[src/rtl/z80_bus_ctrl_pkg.sv]
// Shared types for the Z80 machine-cycle sequencer: cycle codes, T-states,
// the external strobe vector and the registered control word.
package z80_bus_pkg;

  typedef enum logic [2:0] {
    OCF  = 3'd0,
    MRD  = 3'd1,
    MWR  = 3'd2,
    IORD = 3'd3,
    IOWR = 3'd4
  } cycle_t;

  typedef enum logic [2:0] {
    IDLE = 3'd0,
    T1   = 3'd1,
    T2   = 3'd2,
    TW   = 3'd3,
    T3   = 3'd4,
    T4   = 3'd5
  } tstate_t;

  typedef struct packed {
    logic m1_l;
    logic mreq_l;
    logic iorq_l;
    logic rd_l;
    logic wr_l;
    logic rfsh_l;
  } strobes_t;

  localparam strobes_t STROBES_IDLE = '1;

  // ld_ir_pend is qualified with WAIT_L at the output, since the T2/TW that
  // captures the opcode is only known once the wait decision is made.
  typedef struct packed {
    strobes_t strb;
    logic     drive_mar;
    logic     drive_refresh;
    logic     pc_incr;
    logic     ld_ir_pend;
    logic     ld_mdr1;
    logic     drive_mdr1;
    logic     done;
  } ctl_t;

  localparam ctl_t CTL_IDLE = '{
    strb:          STROBES_IDLE,
    drive_mar:     1'b0,
    drive_refresh: 1'b0,
    pc_incr:       1'b0,
    ld_ir_pend:    1'b0,
    ld_mdr1:       1'b0,
    drive_mdr1:    1'b0,
    done:          1'b0
  };

  function automatic logic is_legal(input logic [2:0] code);
    return code <= 3'd4;
  endfunction

endpackage

[src/rtl/z80_bus_ctrl_if.sv]
// Control interface between the bus sequencer (master) and the decoder,
// datapath and pins (slave).
interface z80_bus_ctrl_if
  import z80_bus_pkg::*;
#(
  parameter int TCNT_W = 4
);

  logic              start;
  logic [2:0]        cycle_type;
  logic              WAIT_L;
  logic              ready;
  logic              busy;
  logic              done;
  tstate_t           t_state;
  logic [TCNT_W-1:0] t_count;
  logic              M1_L;
  logic              MREQ_L;
  logic              IORQ_L;
  logic              RD_L;
  logic              WR_L;
  logic              RFSH_L;
  logic              drive_MAR;
  logic              drive_refresh;
  logic              pc_incr;
  logic              ld_IR;
  logic              ld_MDR1;
  logic              drive_MDR1;

  modport master (
    input  start, cycle_type, WAIT_L,
    output ready, busy, done, t_state, t_count,
    output M1_L, MREQ_L, IORQ_L, RD_L, WR_L, RFSH_L,
    output drive_MAR, drive_refresh, pc_incr, ld_IR, ld_MDR1, drive_MDR1
  );

  modport slave (
    output start, cycle_type, WAIT_L,
    input  ready, busy, done, t_state, t_count,
    input  M1_L, MREQ_L, IORQ_L, RD_L, WR_L, RFSH_L,
    input  drive_MAR, drive_refresh, pc_incr, ld_IR, ld_MDR1, drive_MDR1
  );

endinterface

[src/rtl/z80_bus_ctrl.sv]
// Z80 machine-cycle sequencer: walks T1..T4 (with waits) for one requested
// bus cycle and emits registered strobes and datapath controls.
module z80_bus_ctrl
  import z80_bus_pkg::*;
#(
  parameter int IO_AUTO_WAIT = 1,
  parameter int TCNT_W       = 4
) (
  input  logic           clk,
  input  logic           rst_L,
  z80_bus_ctrl_if.master bus
);

  localparam logic [2:0] AW_INIT = 3'(IO_AUTO_WAIT);

  tstate_t           state, state_nx;
  cycle_t            cur_type, type_nx;
  logic [2:0]        aw_cnt, aw_nx;
  logic [TCNT_W-1:0] tcnt, tcnt_nx;
  ctl_t              ctl_q, ctl_nx;
  logic              ready;
  logic              accept;

  function automatic ctl_t decode(input tstate_t st, input cycle_t ty);
    ctl_t c;
    c = CTL_IDLE;
    if (st != IDLE) begin
      case (ty)
        OCF: begin
          case (st)
            T1: begin
              c.strb.m1_l = 1'b0; c.strb.mreq_l = 1'b0; c.strb.rd_l = 1'b0;
              c.drive_mar = 1'b1; c.pc_incr = 1'b1;
            end
            T2, TW: begin
              c.strb.m1_l = 1'b0; c.strb.mreq_l = 1'b0; c.strb.rd_l = 1'b0;
              c.drive_mar = 1'b1; c.ld_ir_pend = 1'b1;
            end
            T3: begin
              c.strb.mreq_l = 1'b0; c.strb.rfsh_l = 1'b0;
              c.drive_refresh = 1'b1;
            end
            T4: begin
              c.strb.rfsh_l = 1'b0; c.drive_refresh = 1'b1; c.done = 1'b1;
            end
            default: c = CTL_IDLE;
          endcase
        end
        MRD: begin
          c.strb.mreq_l = 1'b0; c.strb.rd_l = 1'b0; c.drive_mar = 1'b1;
          if (st == T3) begin
            c.ld_mdr1 = 1'b1; c.done = 1'b1;
          end
        end
        MWR: begin
          c.strb.mreq_l = 1'b0; c.drive_mar = 1'b1; c.drive_mdr1 = 1'b1;
          if (st != T1) c.strb.wr_l = 1'b0;
          if (st == T3) c.done = 1'b1;
        end
        IORD, IOWR: begin
          c.drive_mar  = 1'b1;
          c.drive_mdr1 = (ty == IOWR);
          if (st != T1) begin
            c.strb.iorq_l = 1'b0;
            if (ty == IORD) c.strb.rd_l = 1'b0;
            else            c.strb.wr_l = 1'b0;
          end
          if (st == T3) begin
            c.ld_mdr1 = (ty == IORD); c.done = 1'b1;
          end
        end
        default: c = CTL_IDLE;
      endcase
    end
    return c;
  endfunction

  assign ready  = (state == IDLE) || ctl_q.done;
  assign accept = bus.start && ready && is_legal(bus.cycle_type);

  // The auto-wait counter is loaded on entry to T1 and spent in T2/TW
  // before WAIT_L is looked at.
  always_comb begin
    state_nx = state;
    type_nx  = cur_type;
    aw_nx    = aw_cnt;
    if (accept) type_nx = cycle_t'(bus.cycle_type);
    case (state)
      IDLE:   state_nx = accept ? T1 : IDLE;
      T1:     state_nx = T2;
      T2, TW: begin
        if (aw_cnt != 3'd0) begin
          state_nx = TW;
          aw_nx    = aw_cnt - 3'd1;
        end else begin
          state_nx = bus.WAIT_L ? T3 : TW;
        end
      end
      T3:     state_nx = (cur_type == OCF) ? T4 : (accept ? T1 : IDLE);
      T4:     state_nx = accept ? T1 : IDLE;
      default: state_nx = IDLE;
    endcase
    if (state_nx == T1)
      aw_nx = (type_nx == IORD || type_nx == IOWR) ? AW_INIT : 3'd0;

    if (state_nx == IDLE)    tcnt_nx = '0;
    else if (state_nx == T1) tcnt_nx = TCNT_W'(1);
    else if (&tcnt)          tcnt_nx = tcnt;
    else                     tcnt_nx = tcnt + 1'b1;

    ctl_nx = decode(state_nx, type_nx);
  end

  always_ff @(posedge clk) begin
    if (!rst_L) begin
      state    <= IDLE;
      cur_type <= OCF;
      aw_cnt   <= 3'd0;
      tcnt     <= '0;
      ctl_q    <= CTL_IDLE;
    end else begin
      state    <= state_nx;
      cur_type <= type_nx;
      aw_cnt   <= aw_nx;
      tcnt     <= tcnt_nx;
      ctl_q    <= ctl_nx;
    end
  end

  assign bus.ready         = ready;
  assign bus.busy          = (state != IDLE);
  assign bus.done          = ctl_q.done;
  assign bus.t_state       = state;
  assign bus.t_count       = tcnt;
  assign bus.M1_L          = ctl_q.strb.m1_l;
  assign bus.MREQ_L        = ctl_q.strb.mreq_l;
  assign bus.IORQ_L        = ctl_q.strb.iorq_l;
  assign bus.RD_L          = ctl_q.strb.rd_l;
  assign bus.WR_L          = ctl_q.strb.wr_l;
  assign bus.RFSH_L        = ctl_q.strb.rfsh_l;
  assign bus.drive_MAR     = ctl_q.drive_mar;
  assign bus.drive_refresh = ctl_q.drive_refresh;
  assign bus.pc_incr       = ctl_q.pc_incr;
  assign bus.ld_IR         = ctl_q.ld_ir_pend & bus.WAIT_L & (aw_cnt == 3'd0);
  assign bus.ld_MDR1       = ctl_q.ld_mdr1;
  assign bus.drive_MDR1    = ctl_q.drive_mdr1;

endmodule

[src/flat_wrapper.sv]
// flat-port wrapper written by rule: the top's interface ports become plain ports
module z80_bus_ctrl_flat import z80_bus_pkg::*;
#(
  parameter int IO_AUTO_WAIT = 1,
  parameter int TCNT_W       = 4
)
  (clk, rst_L, bus_start, bus_cycle_type, bus_WAIT_L, bus_ready, bus_busy, bus_done, bus_t_state, bus_t_count, bus_M1_L, bus_MREQ_L, bus_IORQ_L, bus_RD_L, bus_WR_L, bus_RFSH_L, bus_drive_MAR, bus_drive_refresh, bus_pc_incr, bus_ld_IR, bus_ld_MDR1, bus_drive_MDR1);
  z80_bus_ctrl_if #(.TCNT_W(TCNT_W)) bus_i ();
  input  logic clk;
  input  logic rst_L;
  input wire logic [$bits(bus_i.start)-1:0] bus_start;
  input wire logic [$bits(bus_i.cycle_type)-1:0] bus_cycle_type;
  input wire logic [$bits(bus_i.WAIT_L)-1:0] bus_WAIT_L;
  output wire logic [$bits(bus_i.ready)-1:0] bus_ready;
  output wire logic [$bits(bus_i.busy)-1:0] bus_busy;
  output wire logic [$bits(bus_i.done)-1:0] bus_done;
  output wire logic [$bits(bus_i.t_state)-1:0] bus_t_state;
  output wire logic [$bits(bus_i.t_count)-1:0] bus_t_count;
  output wire logic [$bits(bus_i.M1_L)-1:0] bus_M1_L;
  output wire logic [$bits(bus_i.MREQ_L)-1:0] bus_MREQ_L;
  output wire logic [$bits(bus_i.IORQ_L)-1:0] bus_IORQ_L;
  output wire logic [$bits(bus_i.RD_L)-1:0] bus_RD_L;
  output wire logic [$bits(bus_i.WR_L)-1:0] bus_WR_L;
  output wire logic [$bits(bus_i.RFSH_L)-1:0] bus_RFSH_L;
  output wire logic [$bits(bus_i.drive_MAR)-1:0] bus_drive_MAR;
  output wire logic [$bits(bus_i.drive_refresh)-1:0] bus_drive_refresh;
  output wire logic [$bits(bus_i.pc_incr)-1:0] bus_pc_incr;
  output wire logic [$bits(bus_i.ld_IR)-1:0] bus_ld_IR;
  output wire logic [$bits(bus_i.ld_MDR1)-1:0] bus_ld_MDR1;
  output wire logic [$bits(bus_i.drive_MDR1)-1:0] bus_drive_MDR1;
  assign bus_i.start = bus_start;
  assign bus_i.cycle_type = bus_cycle_type;
  assign bus_i.WAIT_L = bus_WAIT_L;
  assign bus_ready = bus_i.ready;
  assign bus_busy = bus_i.busy;
  assign bus_done = bus_i.done;
  assign bus_t_state = bus_i.t_state;
  assign bus_t_count = bus_i.t_count;
  assign bus_M1_L = bus_i.M1_L;
  assign bus_MREQ_L = bus_i.MREQ_L;
  assign bus_IORQ_L = bus_i.IORQ_L;
  assign bus_RD_L = bus_i.RD_L;
  assign bus_WR_L = bus_i.WR_L;
  assign bus_RFSH_L = bus_i.RFSH_L;
  assign bus_drive_MAR = bus_i.drive_MAR;
  assign bus_drive_refresh = bus_i.drive_refresh;
  assign bus_pc_incr = bus_i.pc_incr;
  assign bus_ld_IR = bus_i.ld_IR;
  assign bus_ld_MDR1 = bus_i.ld_MDR1;
  assign bus_drive_MDR1 = bus_i.drive_MDR1;
  z80_bus_ctrl #(.IO_AUTO_WAIT(IO_AUTO_WAIT), .TCNT_W(TCNT_W)) u_core (.clk(clk), .rst_L(rst_L), .bus(bus_i));
endmodule
[config.mk]
export PLATFORM = sky130hd
export DESIGN_NAME = z80_bus_ctrl_flat
export DESIGN_NICKNAME = d
export VERILOG_FILES = /design/src/rtl/z80_bus_ctrl_pkg.sv /design/src/rtl/z80_bus_ctrl_if.sv /design/src/rtl/z80_bus_ctrl.sv /design/src/flat_wrapper.sv
export SDC_FILE = /design/constraint.sdc
export NUM_CORES = 1
export LEC_CHECK = 0
export BUFFER_PORTS_ARGS = -buffer_cell sky130_fd_sc_hd__buf_2
export CAP_MARGIN = 20
export CORE_ASPECT_RATIO = 0.75
export CORE_MARGIN = 5
export CORE_UTILIZATION = 45
export CTS_CLUSTER_SIZE = 24
export DETAILED_ROUTE_END_ITERATION = 6
export GPL_TIMING_DRIVEN = 0
export PLACE_DENSITY = 0.69
export SETUP_SLACK_MARGIN = 0.05
export SLEW_MARGIN = 20
export SYNTH_ARGS = -nofsm -noshare
export SYNTH_HDL_FRONTEND = slang
export SYNTH_SLANG_ARGS = --single-unit
[constraint.sdc]
create_clock -name clk -period 2.23 [get_ports clk]
set_input_delay 0.446 -clock clk [delete_from_list [all_inputs] [get_ports clk]]
set_output_delay 0.446 -clock clk [all_outputs]
set_load 0.01 [all_outputs]
Yosys cells after proc, flatten, opt, wreduce, memory -nomap -nowiden
Cells that the tools add are included.
{"block": "totals", "ff_bits": 26, "in_bits": 7, "out_inout_bits": 22, "elab_cells": 103}
{"block": "classes", "addsub": 2, "n_lt_le_gt_ge": 1, "eq_ne": 16, "n_mux": 33, "bitwise_logic": 3, "reduce_logical": 30}
{"operator": "3-bit two-way mux", "count": 8}
{"operator": "3-bit by 2-bit == test with 1-bit output, second input constant", "count": 6}
{"operator": "1-bit two-way mux", "count": 17}
{"operator": "3-bit == test, second input constant", "count": 5}
{"operator": "3-bit zero test", "count": 5}
{"operator": "2-bit OR reduction", "count": 7}
{"operator": "1-bit case mux with 2 select lines", "count": 6}
{"operator": "3-bit case mux with 4 select lines", "count": 1}
{"operator": "3-bit by 1-bit == test with 1-bit output, second input constant", "count": 3}
{"operator": "3-bit nonzero test", "count": 3}
{"operator": "4-bit OR reduction", "count": 2}
{"operator": "3-bit AND reduction", "count": 2}
{"operator": "3-bit OR reduction", "count": 2}
{"operator": "4-bit by 1-bit adder with 4-bit output, second input constant", "count": 1}
{"operator": "2-bit AND reduction", "count": 2}
{"operator": "4-bit AND reduction", "count": 1}
{"operator": "2-bit nonzero test", "count": 2}
{"operator": "3-bit less-or-equal comparator, second input constant", "count": 1}
{"operator": "3-bit by 1-bit != test with 1-bit output, second input constant", "count": 1}
{"operator": "1-bit case mux with 3 select lines", "count": 1}
{"operator": "3-bit by 1-bit subtractor with 3-bit output, second input constant", "count": 1}
{"operator": "1-bit AND", "count": 2}
{"operator": "1-bit logical AND", "count": 2}
{"operator": "1-bit logical OR", "count": 2}
{"operator": "other kinds (2)", "count": 2}

Logic depth before layout (Yosys ltp)
{"block": "logic_depth", "depth_word": 11, "depth_mapped": 7, "ltp_nobuf": 7}

Worst setup path before layout
No wires, ideal clock.
{"block": "synth_path", "path_kind": "register -> register", "startpoint": "register u_core.state[1], in the netlist u_core.bus.t_state[1]", "endpoint": "register u_core.ctl_q, in the netlist u_core.bus.IORQ_L", "setup_ps": 127, "arrival_time_ps": 1667, "t_required_ps": 2103, "slack_ps": 436, "stages_incl_launch_ff": 8, "path_buffers": 1, "period_less_slack_ps": 1794, "path_cell_list": "dfxtp_1 -> nor3_4 -> inv_2 -> a21oi_2 -> o31a_1 -> buf_2 -> and2_1 -> or3_1"}
{"block": "synth_via", "elab_chain_cells": 9, "elab_cells_between_ends": 22, "cone_classes": "eq/ne (8); mux (5); reduce/logical (9)"}
{"element": "from (decl)", "line_no": "z80_bus_ctrl.sv:16", "rtl": "tstate_t state, state_nx;"}
{"element": "from (signal assigned)", "line_no": "z80_bus_ctrl.sv:122", "rtl": "state <= state_nx;"}
{"element": "3-bit zero test", "line_no": "z80_bus_ctrl.sv:78, z80_bus_ctrl.sv:88"}
{"element": "1-bit logical OR", "line_no": "z80_bus_ctrl.sv:78", "rtl": "assign ready = (state == IDLE) || ctl_q.done;"}
{"element": "1-bit logical AND (2 in a row)", "line_no": "z80_bus_ctrl.sv:79", "rtl": "assign accept = bus.start && ready && is_legal(bus.cycle_type);"}
{"element": "1-bit two-way mux", "line_no": "z80_bus_ctrl.sv:89, z80_bus_ctrl.sv:99, z80_bus_ctrl.sv:100"}
{"element": "3-bit two-way mux", "line_no": "z80_bus_ctrl.sv:99", "rtl": "T3: state_nx = (cur_type == OCF) ? T4 : (accept ? T1 : IDLE);"}
{"element": "3-bit case mux with 4 select lines", "line_no": "z80_bus_ctrl.sv:88", "rtl": "case (state)"}
{"element": "3-bit by 1-bit != test with 1-bit output / 3-bit nonzero test (equally long branches)", "line_no": "z80_bus_ctrl.sv:63, z80_bus_ctrl.sv:27"}
{"element": "3-bit two-way mux / 3-bit AND reduction (equally long branches)"}
{"element": "to (signal assigned)", "line_no": "z80_bus_ctrl.sv:126", "rtl": "ctl_q <= ctl_nx;"}
{"element": "to (decl)", "line_no": "z80_bus_ctrl.sv:20", "rtl": "ctl_t ctl_q, ctl_nx;"}
Parallel ways exist; a longest one is shown, timed or not.
A chain may end at the register's enable or synchronous reset.

Final worst setup path
{"block": "layout_path", "startpoint": "register u_core.state[1], in the netlist u_core.bus.t_state[1]", "endpoint": "register u_core.ctl_q, in the netlist u_core.bus.M1_L"}
{"block": "layout_via", "elab_chain_cells": 10, "elab_cells_between_ends": 23, "cone_classes": "eq/ne (8); mux (5); reduce/logical (10)"}
{"element": "3-bit zero test", "line_no": "z80_bus_ctrl.sv:78, z80_bus_ctrl.sv:88"}
{"element": "1-bit logical OR", "line_no": "z80_bus_ctrl.sv:78"}
{"element": "1-bit logical AND (2 in a row)", "line_no": "z80_bus_ctrl.sv:79"}
{"element": "1-bit two-way mux", "line_no": "z80_bus_ctrl.sv:89, z80_bus_ctrl.sv:99, z80_bus_ctrl.sv:100"}
{"element": "3-bit two-way mux", "line_no": "z80_bus_ctrl.sv:99"}
{"element": "3-bit case mux with 4 select lines", "line_no": "z80_bus_ctrl.sv:88"}
{"element": "3-bit by 2-bit == test with 1-bit output / 3-bit by 1-bit == test with 1-bit output (equally long branches)", "line_no": "z80_bus_ctrl.sv:30", "rtl": "case (st)"}
{"element": "3-bit OR reduction (no line)"}
{"element": "1-bit two-way mux", "line_no": "z80_bus_ctrl.sv:30"}
Parallel ways exist; a longest one is shown, timed or not.

==> impl_metrics.json <==
{
  "outcome": "complete, no violations",
  "worst_setup_path_start_kind": "flip-flop",
  "buffer_ports.inserted": 27,
  "final_cell_mix": "28 x sky130_fd_sc_hd__buf_2, 26 x sky130_fd_sc_hd__dfxtp_1, 16 x sky130_fd_sc_hd__nor2_1",
  "post-route-util_pct": 54.3,
  "critPathKind": "reg -> reg",
  "yosysTopAreaCell": "sky130_fd_sc_hd__dfxtp_1",
  "slew_headroom_pct": 57.4,
  "p_per_area_nw_per_um2": 777,
  "crit_slowest_cell": "sky130_fd_sc_hd__dfxtp_1",
  "synth.top_cells.by_area": "sky130_fd_sc_hd__dfxtp_1 44%, sky130_fd_sc_hd__nor2_1 5.1%, sky130_fd_sc_hd__ha_1 3.2%",
  "drv.max_cap_violation_count": 0,
  "syn_area_sq_um": 1190,
  "timing.critical_path.required_ps": 2430,
  "worstRegToRegCells": 5,
  "floorplan.die.height_um": 54.5,
  "cts_tree": "yes",
  "layout_stage_area_growth_over_the_synthesis_result_pct": 17.1,
  "post_drt_wl_per_cell_um": 13.1,
  "initial_utilization_pct": 46.4,
  "antenna_found_initial": 0,
  "cts_setup_buffers": 0,
  "route.antenna.remaining_nets": 0,
  "register_bit_total_from_synthesis": 26,
  "cts_htree_levels": 1,
  "global_route.overflow_total": 0,
  "clkSlewWorstSetupHoldPaths_ps": 130,
  "number_of_flops_mapped_to_enable_cells_by_yosys": 0,
  "worst-slew-pin-transition_ps": 633,
  "path_depth": 5,
  "drtIter0Drc": 37,
  "synthesis.yosys.warnings": 0,
  "cts_repair_resizes": 0,
  "dominantRegCellSynth": "sky130_fd_sc_hd__dfxtp_1",
  "worst_path_cell_trace": "nor3_4 -> o211ai_1 -> o221ai_1 -> nand3b_4 -> or3_1",
  "drt_drc_violations_left": 0,
  "detail_route.wirelength_mm": 2.61,
  "drive_above_1_share_pct": 22.7,
  "first_global_vias": 973,
  "clock-sinks": 26,
  "grt_pass1_wl_mm": 4.28,
  "synthesis.instances": 133,
  "r2r_start": "u_core.bus.t_state[1]",
  "clock_skew_ps": 7.01,
  "setup_total_negative_slack_ps": 0,
  "setup_viol": 0,
  "mostFrequentLayoutCell": "sky130_fd_sc_hd__buf_2",
  "min_path_cells": 2,
  "worst_setup_path_startpoint": "u_core.bus.t_state[1]",
  "cts_hold_repair.buffers": 0,
  "drv_slew": 0,
  "endpoint_kind": "flip-flop",
  "worst_hold_startpoint": "u_core.aw_cnt[2]",
  "asyncSetResetFlopFracSynth_pct": 0,
  "routed_via_density": 5.34,
  "drt_pre_antenna_iters": 4,
  "fmaxAchievable_mhz": 508,
  "tritoncts.num_buffers": 3,
  "fin_ws_ps": 263,
  "final-hold-violation-count": 0,
  "dpl.hpwl_mm": 2.00,
  "hold_class": "reg -> reg",
  "gp_congestion": 0.856,
  "placed_cell_area_sq_um": 1370,
  "synth_area_per_cell_sq_um": 8.94,
  "mappedNetlistNets": 143,
  "insertion_delay_ps": 310,
  "final.fill_count": 272,
  "placement_rows": 16,
  "static_leakage_nw": 0.594,
  "cp_max_fo": 8,
  "layout.cell_area.non_filler_sq_um": 1390,
  "routed-via-count": 1063,
  "critPathTopFamily": "simple AND/OR/NAND/NOR gates",
  "bufs_on_longest_clock_path": 2,
  "critical_path_arrival_ps": 2170,
  "worst_case_setup_slack_after_placement_ps": 206,
  "design.final.nets": 175,
  "grt_util_all_layers_pct": 14.1,
  "ios": 29,
  "ys_types": 38,
  "rsz0062_at_grt": "false",
  "design.die.area_sq_um": 3780,
  "critical-path-max-stage-delay_ps": 420,
  "largest_net_degree_at_the_start_of_global_routing": 14,
  "diodes": 0,
  "time_the_worst_path_needs_with_i_o_delays_and_setup_ps": 1970,
  "cp.buffers_inverters": 0,
  "cts.root.buffer_cell": "sky130_fd_sc_hd__clkbuf_4",
  "vdd_ir_drop_max_v": 0.000501,
  "yosysSeqAreaShare_pct": 43.8,
  "design.core.area_sq_um": 2560,
  "synth_top_area_share_pct": 43.8,
  "final.period_utilization_pct": 88.2,
  "die-width_um": 69.3
}
-- state kept, by name, indices dropped and copies added (netlist names), 3 cells and up --
name	cells
u_core.bus.t_count	4
u_core.aw_cnt	3
u_core.bus.t_state	3
u_core.cur_type	3
-- logic make-up (layout without fill, tap and decap cells) --
kind of cell	count (synthesis)	count (layout)	share of synthesized area, %
compound gates	32	32	20.2
xor+xnor	4	4	2.95
fa+ha+maj	3	3	3.16
buf+inv	14	44	4.53
flops	26	26	43.8
mux	1	1	0.842
simple gates	53	53	24.5
-- power by group --
part           leakage (nW)  internal [mW]  switching [mW]
sequential            0.211          0.505          0.0314
combinational         0.369          0.142           0.214
clock                0.0138         0.0631           0.125
total                 0.594          0.710           0.371
-- layer usage --
metal | GRT usage (%) | wire (um) | vias up
li1 | - | - | 535
met3 | 4.95 | 201 | 0
met2 | 24.4 | 1200 | 46
met4 | 2.27 | 0 | 0
met1 | 17.5 | 1210 | 482
met5 | 0 | 0 | -
-- cell type report --
| class | count | area (sq um) | area share, % |
|---|---|---|---|
| buffer | 3 | 12.5 | 0.899 |
| sequential | 26 | 520 | 37.4 |
| inverter | 11 | 41.3 | 2.97 |
| clock buffer | 3 | 22.5 | 1.62 |
| tap | 36 | 45.0 | 3.24 |
| timing repair buffer | 27 | 135 | 9.71 |
| multi-input combinational | 93 | 614 | 44.2 |
-- path summary, 6_finish.rpt --
path	to	slack, ps
worst min register to register	u_core.aw_cnt[2]	520
worst max register to register	u_core.bus.M1_L	260
worst max-delay path	u_core.bus.M1_L	260
worst min-delay path	u_core.aw_cnt[2]	520
-- metrics by stage --
stage               std cells  power [mW]  hold slack (ps)
finish                    199        1.08              515
global route              199        1.15              530
CTS                       199        1.09              515
detailed placement        196       0.898              502
global placement          196       0.888              489
floorplan                 133       0.795              476
-- Yosys cell counts (3+ instances only) --
master	number
sky130_fd_sc_hd__a21oi_1	3
sky130_fd_sc_hd__or3_1	4
sky130_fd_sc_hd__nand2_1	8
sky130_fd_sc_hd__ha_1	3
sky130_fd_sc_hd__dfxtp_1	26
sky130_fd_sc_hd__inv_1	10
sky130_fd_sc_hd__a211oi_1	4
sky130_fd_sc_hd__and2_1	5
sky130_fd_sc_hd__o211ai_1	3
sky130_fd_sc_hd__a21o_1	3
sky130_fd_sc_hd__xnor2_1	3
sky130_fd_sc_hd__nor2_1	16
sky130_fd_sc_hd__nor3_1	6
sky130_fd_sc_hd__o21ai_0	4
sky130_fd_sc_hd__nor3b_1	3
-- worst reg2reg max path, delay by kind of cell, from the launching register on --
kind | cells | cell delay (ps)
DFF | 1 | 420
AOI/OAI and AO/OA | 2 | 570
and+or+nand+nor | 3 | 870
Power figures use the tool's default switching activity.
